$ cat src/rtl/switch_merge.sv
// switch_merge: two-to-one merger with a FIFO per input port, round-robin
// arbitration and a registered addr/data output stage with backpressure.
// Optional feature macro: SWITCH_MERGE_ADDR_CHECK_EN drops beats that arrive
// on the wrong port for their address and counts them on drop_cnt.

// Per-port FIFO; pointers wrap naturally because FIFO_DEPTH is a power of 2
module switch_merge_fifo #(
  parameter int W     = 24,
  parameter int DEPTH = 4
) (
  input  logic                   clk,
  input  logic                   rst,
  input  logic                   push,
  input  logic [W-1:0]           din,
  input  logic                   pop,
  output logic [W-1:0]           dout,
  output logic [$clog2(DEPTH):0] count
);
  localparam int AW = $clog2(DEPTH);

  logic [W-1:0]  mem [DEPTH];
  logic [AW-1:0] wr_ptr, rd_ptr;

  assign dout = mem[rd_ptr];

  // storage: contents are only read when count says they are valid
  always_ff @(posedge clk) begin
    if (push) mem[wr_ptr] <= din;
  end

  // pointers and occupancy; push+pop together leaves count unchanged
  always_ff @(posedge clk) begin
    if (rst) begin
      wr_ptr <= '0;
      rd_ptr <= '0;
      count  <= '0;
    end else begin
      if (push) wr_ptr <= wr_ptr + AW'(1);
      if (pop)  rd_ptr <= rd_ptr + AW'(1);
      case ({push, pop})
        2'b10:   count <= count + (AW+1)'(1);
        2'b01:   count <= count - (AW+1)'(1);
        default: count <= count;
      endcase
    end
  end
endmodule

module switch_merge #(
  parameter int                    ADDR_WIDTH = 8,
  parameter int                    DATA_WIDTH = 16,
  parameter int                    FIFO_DEPTH = 4,
  parameter logic [ADDR_WIDTH-1:0] ADDR_DIV   = 8'h3F
) (
  input  logic                  clk,
  input  logic                  rst,
  input  logic                  vld_a,
  input  logic [ADDR_WIDTH-1:0] addr_a,
  input  logic [DATA_WIDTH-1:0] data_a,
  output logic                  rdy_a,
  input  logic                  vld_b,
  input  logic [ADDR_WIDTH-1:0] addr_b,
  input  logic [DATA_WIDTH-1:0] data_b,
  output logic                  rdy_b,
  output logic                  vld,
  output logic [ADDR_WIDTH-1:0] addr,
  output logic [DATA_WIDTH-1:0] data,
  output logic                  src,
  input  logic                  rdy
`ifdef SWITCH_MERGE_ADDR_CHECK_EN
  ,
  output logic [7:0]            drop_cnt
`endif
);
  localparam int CW = $clog2(FIFO_DEPTH) + 1;

  typedef struct packed {
    logic [ADDR_WIDTH-1:0] addr;
    logic [DATA_WIDTH-1:0] data;
  } beat_t;

  // index 0 = port A, index 1 = port B
  logic [1:0]          vld_in, rdy_in, acc, keep, push, pop, nempty;
  beat_t [1:0]         din, dout;
  logic [1:0][CW-1:0]  cnt;
  logic                grant, load, last_grant;

  assign vld_in = {vld_b, vld_a};
  assign din[0] = {addr_a, data_a};
  assign din[1] = {addr_b, data_b};
  assign rdy_a  = rdy_in[0];
  assign rdy_b  = rdy_in[1];

`ifdef SWITCH_MERGE_ADDR_CHECK_EN
  // misrouted beats still handshake but never enter the FIFO
  assign keep[0] = (addr_a <= ADDR_DIV);
  assign keep[1] = (addr_b >  ADDR_DIV);
`else
  assign keep = 2'b11;
`endif

  // ready comes from the registered count only: a full FIFO refuses a push
  // even when it is being popped in the same cycle
  for (genvar gi = 0; gi < 2; gi++) begin : g_port
    assign rdy_in[gi] = !rst && (cnt[gi] != CW'(FIFO_DEPTH));
    assign acc[gi]    = vld_in[gi] && rdy_in[gi];
    assign push[gi]   = acc[gi] && keep[gi];
    assign nempty[gi] = (cnt[gi] != '0);

    switch_merge_fifo #(.W($bits(beat_t)), .DEPTH(FIFO_DEPTH)) u_fifo (
      .clk   (clk),
      .rst   (rst),
      .push  (push[gi]),
      .din   (din[gi]),
      .pop   (pop[gi]),
      .dout  (dout[gi]),
      .count (cnt[gi])
    );
  end

  // round-robin: a lone requester wins, a tie goes to the port not granted last
  always_comb begin
    grant = 1'b0;
    case (nempty)
      2'b01:   grant = 1'b0;
      2'b10:   grant = 1'b1;
      2'b11:   grant = !last_grant;
      default: grant = 1'b0;
    endcase
  end

  assign load = (!vld || rdy) && (nempty != 2'b00);
  assign pop  = load ? (grant ? 2'b10 : 2'b01) : 2'b00;

  // output register; holds addr/data/src while stalled
  always_ff @(posedge clk) begin
    if (rst) begin
      vld        <= 1'b0;
      addr       <= '0;
      data       <= '0;
      src        <= 1'b0;
      last_grant <= 1'b1;
    end else if (load) begin
      vld        <= 1'b1;
      addr       <= dout[grant].addr;
      data       <= dout[grant].data;
      src        <= grant;
      last_grant <= grant;
    end else begin
      vld        <= vld && !rdy;
    end
  end

`ifdef SWITCH_MERGE_ADDR_CHECK_EN
  logic [1:0] drops;
  logic [8:0] drop_sum;

  assign drops    = acc & ~keep;
  assign drop_sum = {1'b0, drop_cnt} + 9'(drops[0]) + 9'(drops[1]);

  // saturating count of misrouted beats
  always_ff @(posedge clk) begin
    if (rst) drop_cnt <= '0;
    else     drop_cnt <= drop_sum[8] ? 8'hFF : drop_sum[7:0];
  end
`endif
endmodule

$ cat config.mk
export PLATFORM = sky130hd
export DESIGN_NAME = switch_merge
export DESIGN_NICKNAME = d
export VERILOG_FILES = /design/src/rtl/switch_merge.sv
export SDC_FILE = /design/constraint.sdc
export NUM_CORES = 1
export LEC_CHECK = 0
export BUFFER_PORTS_ARGS = -buffer_cell sky130_fd_sc_hd__buf_2
export CORE_MARGIN = 5
export CORE_UTILIZATION = 55
export CTS_BUF_LIST = sky130_fd_sc_hd__clkbuf_2
export CTS_CLUSTER_DIAMETER = 40
export DETAILED_ROUTE_END_ITERATION = 10
export PLACE_DENSITY = 0.85
export SLEW_MARGIN = 20
export SYNTH_ARGS = -nofsm -noshare
export SYNTH_HDL_FRONTEND = slang
export SYNTH_SLANG_ARGS = --single-unit
$ cat constraint.sdc
create_clock -name clk -period 2.8 [get_ports clk]
set_clock_uncertainty 0.2 [all_clocks]
set_input_delay 0.56 -clock clk [delete_from_list [all_inputs] [get_ports clk]]
set_output_delay 0.56 -clock clk [all_outputs]
set_load 0.02 [all_outputs]
==> Word level (Yosys, flattened, before mapping) <==
Memories as Yosys holds them, arrays and structs flattened. A register that Yosys moved wholly into a read port is not among the register bits.
Index checks and enable logic that the tools add are counted.
{ "word_totals": {"reg_bits": 41, "mem_bits_rw": 192, "in_bits": 53, "out_inout_bits": 28, "elab_cells": 62, "mem_count": 2} }
{ "classes": {"add_sub_neg": 8, "order_cmp": 1, "eq_ne": 8, "n_mux": 16, "n_reduce_logical": 16} }
{ "memory_table": {"columns": ["name", "words", "word_bits", "rd", "rd_ports_with_merged_regs", "write_ports", "line_no", "text"], "rows": [
  ["g_port[0].u_fifo.mem", 4, 24, 1, 1, 1, "21", "logic [W-1:0] mem [DEPTH];"],
  ["g_port[1].u_fifo.mem", 4, 24, 1, 1, 1, "21", null]
]} }
{ "ops": {"columns": ["cell", "count"], "rows": [
  ["$mux W24", 2],
  ["$mux W2", 6],
  ["$pmux W3 S2", 2],
  ["$add A2 B1 Y2 const B", 4],
  ["$eq A2 B2 Y1 const B", 4],
  ["$add A3 B1 Y3 const B", 2],
  ["$logic_and A1 B1 Y1", 6],
  ["$ne A3 B3 Y1 const B", 2],
  ["$reduce_bool A2 Y1", 3],
  ["$reduce_bool A3 Y1", 2],
  ["$sub A3 B1 Y3 const B", 2],
  ["$mux W1", 5],
  ["$eq A2 B1 Y1 const B", 2],
  ["$logic_not A1 Y1", 4],
  ["$lt A1 B2 Y1 const B", 1],
  ["$pmux W1 S2", 1],
  ["$logic_or A1 B1 Y1", 1]
]} }

==> Depth between registers and ports, before layout <==
{ "logic_depth": {"ltp_word": 7, "ltp_mapped": 10, "mapped_depth_nobuf": 9} }

==> By module <==
A second synthesis with hierarchy kept.
{ "hier_totals": {"cells_unflattened": 476, "hier_area_um2": 9200.1} }
{ "by_module_without_submodules": {"columns": ["module", "n_inst", "cells_each", "area_per_inst_um2", "seq_area_each_um2"], "rows": [
  ["switch_merge_fifo (g_port[1].u_fifo)", 1, 171, 3926.3, 3062.9],
  ["switch_merge_fifo (g_port[0].u_fifo)", 1, 167, 3916.3, 3062.9],
  ["switch_merge", 1, 138, 1357.6, 540.5]
]} }

==> Worst setup path before layout <==
OpenSTA, ideal clock, no wires.
{ "synth_timing": {"path_type": "reg2reg", "startpoint": "register g_port[0].u_fifo.count[0]", "endpoint": "register g_port[1].u_fifo.count[2]", "setup_ns": 0.071, "arrival_time_ns": 2.320, "required_ns": 2.529, "setup_slack_ns": 0.209, "path_stages_with_launch": 10, "path_buffers": 1, "synth_period_minus_slack_ns": 2.591, "cell_sequence": "dfxtp_1 -> or3_4 -> a211oi_2 -> buf_4 -> ha_1 -> inv_1 -> fa_1 -> xor2_1 -> or3_1 -> a21oi_1"} }
{ "synth_between": {"elab_chain_cells": 7, "word_cells_on_any_way": 12, "classes_between": "4 x eq/ne; 4 x mux; 4 x reduce/logical"} }
{ "synth_lines": {"columns": ["item", "line_no", "text"], "rows": [
  ["start, declared", "17", "output logic [$clog2(DEPTH):0] count"],
  ["start signal, assigned", "41", "2'b10: count <= count + (AW+1)'(1);"],
  ["start signal, assigned", "42", "2'b01: count <= count - (AW+1)'(1);"],
  ["start signal, assigned", "43", "default: count <= count;"],
  ["$reduce_bool A3 Y1 (*)", "108", "assign nempty[gi] = (cnt[gi] != '0);"],
  ["$eq A2 B2 Y1", "124", "case (nempty)"],
  ["$pmux W1 S2", "124", null],
  ["$mux W2", "133", "assign pop = load ? (grant ? 2'b10 : 2'b01) : 2'b00;"],
  ["$mux W2 (*)", "133", null],
  ["net g_port[1].u_fifo.pop", "15", "input logic pop,"],
  ["$eq A2 B1 Y1 / $eq A2 B2 Y1 (equally long branches)", "40", "case ({push, pop})"],
  ["$pmux W3 S2 / $reduce_bool A2 Y1 (equally long branches)", null, null],
  ["end signal, assigned", "41", null],
  ["end signal, assigned", "42", null],
  ["end signal, assigned", "43", null],
  ["end, declared", "17", null]
]} }
The timed path passes the listed nets; every way through them passes the cells marked *.
A chain may end at the register's enable or synchronous reset.

==> Worst setup path after layout <==
{ "layout_timing": {"startpoint": "register g_port[0].u_fifo.count[0]", "endpoint": "register g_port[1].u_fifo.count[2]"} }
{ "layout_between": {"elab_chain_cells": 7, "word_cells_on_any_way": 12, "classes_between": "4 x eq/ne; 4 x mux; 4 x reduce/logical"} }
{ "layout_lines": {"columns": ["item", "line_no"], "rows": [
  ["$reduce_bool A3 Y1 (*)", "108"],
  ["$eq A2 B2 Y1", "124"],
  ["$pmux W1 S2", "124"],
  ["$mux W2", "133"],
  ["$mux W2 (*)", "133"],
  ["$eq A2 B1 Y1 / $eq A2 B2 Y1 (equally long branches)", "40"],
  ["$pmux W3 S2 / $reduce_bool A2 Y1 (equally long branches)", null]
]} }
Mark *: on every way between the ends. The rest lies on a longest branch, timed or not.

==> impl_metrics.toml <==
[run_status]
outcome = "completed"

[synth]
async_flop_share = 0
yosys.area.top_type = "edfxtp_1"
synth-seq-area-share = 0.750
synth_most_common_cell = "edfxtp_1"
synth_edf_count = 192
synth_top_area_frac = 0.649
yosys-top-cells-area = "edfxtp_1 65%, mux4_2 11%, dfxtp_1 10%"
synth_commonest_cells = "192 x edfxtp_1, 45 x dfxtp_1, 44 x mux4_2"
yosys_warnings = 0
syn_area_per_cell_um2 = 19.7
syn_inst = 451
synth_flop_cell = "edfxtp_1"
ys_ff_latch = 237
yosysUniqueCellTypes = 37
synth.net_count = 516
synth_area_um2 = 8890

[sta]
fmax_mhz = 374
setup_slack_ns = 0.126
setup_violations = 0
slew_violations = 0
whs_ns = 0.110
grt_setup_unrepaired = "no"
finalHoldViolCount = 0
slew_headroom = 0.501
period_needed_ns = 2.67
tns_ns = 0
post-route-period-util = 0.955
tightest_slew_ns = 0.745

[detailed_routing]
ant_nets = 0
via_per_inst = 5.57
drt_first_iter_violations = 502
wirelength_um = 18300
vias = 4978
routedWlPerCell_um = 20.5
drtPass1Iterations = 6
drc = 0

[power_and_ir_drop]
combPwrFrac = 0.311
total_power_uw = 9340
p_switching_uw = 3160
ir_drop_v = 0.000525
cellPowerDensity_nw_per_um2 = 885
p_seq_frac = 0.477
internal_power_uw = 6180
clock_power_share = 0.212
leakage_uw = 0.00376
swShare = 0.339

[critical_path]
cp_max_fo = 5
end_kind = "flip-flop"
path_class = "flip-flop to flip-flop"
cp_data_arrival_time_ns = 3.10
rr_worst_depth = 8
start_kind = "flip-flop"
worstPathRequired_ns = 3.22

[placed_design]
place.port_buffers = 80
gp_congestion = 0.734
post-place-ws_ns = 0.173
hpwl_um = 11600

[clocking]
clock-sinks = 237
cts_buffers = 53
cts.clk_slew.worst_paths_ns = 0.14
post_cts_buffers = 0
root_buffer = "clkbuf_2"
cts_tree = "yes"
clockBufferDepth = 3
clk_latency_ns = 0.71
h-tree-depth = 2

[floorplanning]
dieArea_um2 = 18800
die_width_um = 137
ioPinCount = 81
start_util = 0.560
num_rows = 46
core_um2 = 15900
die_y_um = 137

[run]
cap_viol_max_count = 0

[global_routing]
grtUsageTotal = 0.205
grt_first_pass_wirelength_um = 28900
overflow = 0
grt_max_degree = 29
grt_antenna_before_repair = 2
grt_pass1_vias = 5341

[hold_path]
whs_path_depth = 3
min_path_type = "primary input to flip-flop"

[cells_and_area]
syn_to_final_growth_pct = 18.8
final_nets = 696
drive_above_1_share = 0.344
-- state kept, by name, indices dropped and copies added, names as in the netlist, named ones only --
name                  count
src                       1
last_grant                1
g_port.u_fifo.count       6
g_port.u_fifo.rd_ptr      4
g_port.u_fifo.mem       192
data                     16
vld                       1
addr                      8
g_port.u_fifo.wr_ptr      4
-- worst paths after layout --
check	start	end	slack (ns)
setup / recovery	g_port[0].u_fifo.count[0]	g_port[1].u_fifo.count[2]	0.13
hold / removal	rst	addr[1]	0.11
setup reg to reg	g_port[0].u_fifo.count[0]	g_port[1].u_fifo.count[2]	0.13
hold reg to reg	src	src	0.31
-- power groups by stage --
stage / registers (uW) / logic (uW) / clock network [uW]
6_report: 4460 / 2900 / 1980
5_1_grt: 4480 / 3140 / 2260
4_1_cts: 4440 / 2850 / 2030
3_5_place_dp: 4520 / 2790 / 0
3_3_place_gp: 4490 / 2640 / 0
2_1_floorplan: 4650 / 1920 / 0
-- worst max-delay path, stage by stage (launching register included) --
cell      delay, ns
dfxtp_1        0.38
or3_4          0.46
a211oi_4       0.28
ha_2           0.22
inv_1          0.05
fa_1           0.37
xor2_1         0.16
or3_1          0.31
a21oi_1        0.15
-- area by class of cell --
| type | count | area [um^2] |
|---|---|---|
| well taps | 216 | 270 |
| multi-input cells | 175 | 2040 |
| flip-flops and latches | 237 | 6670 |
| inverters | 14 | 52.6 |
| repair buffers | 150 | 1060 |
| clock inverters | 25 | 96.3 |
| clock buffers | 74 | 370 |
| fillers | 1042 | 5330 |
| diodes | 2 | 5.00 |
-- what timing repair did --
item | 4_1_cts | 5_1_grt
endpoints found under the setup margin | 0 | 1
hold endpoints to repair | 193 | 0
resized for setup | 0 | 1
hold buffers | 49 | 0
-- kinds of logic after synthesis --
group / Yosys count / synth area share
AO/OA/AOI/OAI: 46 / 0.0452
XOR/XNOR: 8 / 0.00788
adder cells (fa/ha/maj): 12 / 0.0186
buffers and inverters: 39 / 0.0229
flip-flops: 237 / 0.750
multiplexers: 48 / 0.123
AND/OR/NAND/NOR: 61 / 0.0321
-- placed cells by master (no fill, tap or decap), drive strengths merged --
cell type,Yosys,layout
a211o,1,1
a211oi,3,3
a21bo,2,2
a21oi,9,9
a222oi,24,24
a31oi,1,1
and2,8,8
buf,14,101
clkbuf,11,74
clkinv,1,24
dfxtp,45,45
diode,0,2
dlygate4sd3,0,49
edfxtp,192,192
fa,2,2
ha,10,10
inv,13,15
mux4,48,48
nand2,3,3
nand2b,1,1
nand3b,2,2
nor2,39,39
nor2b,1,1
nor3,3,3
o211a,1,1
o21ai,3,3
o31ai,2,2
or3,4,4
xnor2,4,4
xor2,4,4
-- per-stage QoR --
step | cell area [um^2] | utilization | instances
6_report | 10600 | 0.665 | 893
3_3_place_gp | 9590 | 0.603 | 743
2_1_floorplan | 8890 | - | 451
3_5_place_dp | 9590 | 0.603 | 743
4_1_cts | 10500 | 0.664 | 891
5_1_grt | 10600 | 0.665 | 893
-- metal layers --
| layer | wire length, um | track usage | up-vias |
|---|---|---|---|
| met4 | 600 | 0.0854 | 0 |
| met3 | 1430 | 0.0452 | 42 |
| met5 | 0 | 0 | - |
| met1 | 6690 | 0.257 | 2437 |
| met2 | 9620 | 0.349 | 275 |
| li1 | - | - | 2224 |
Note: power is estimated with default switching activity, not from simulation.
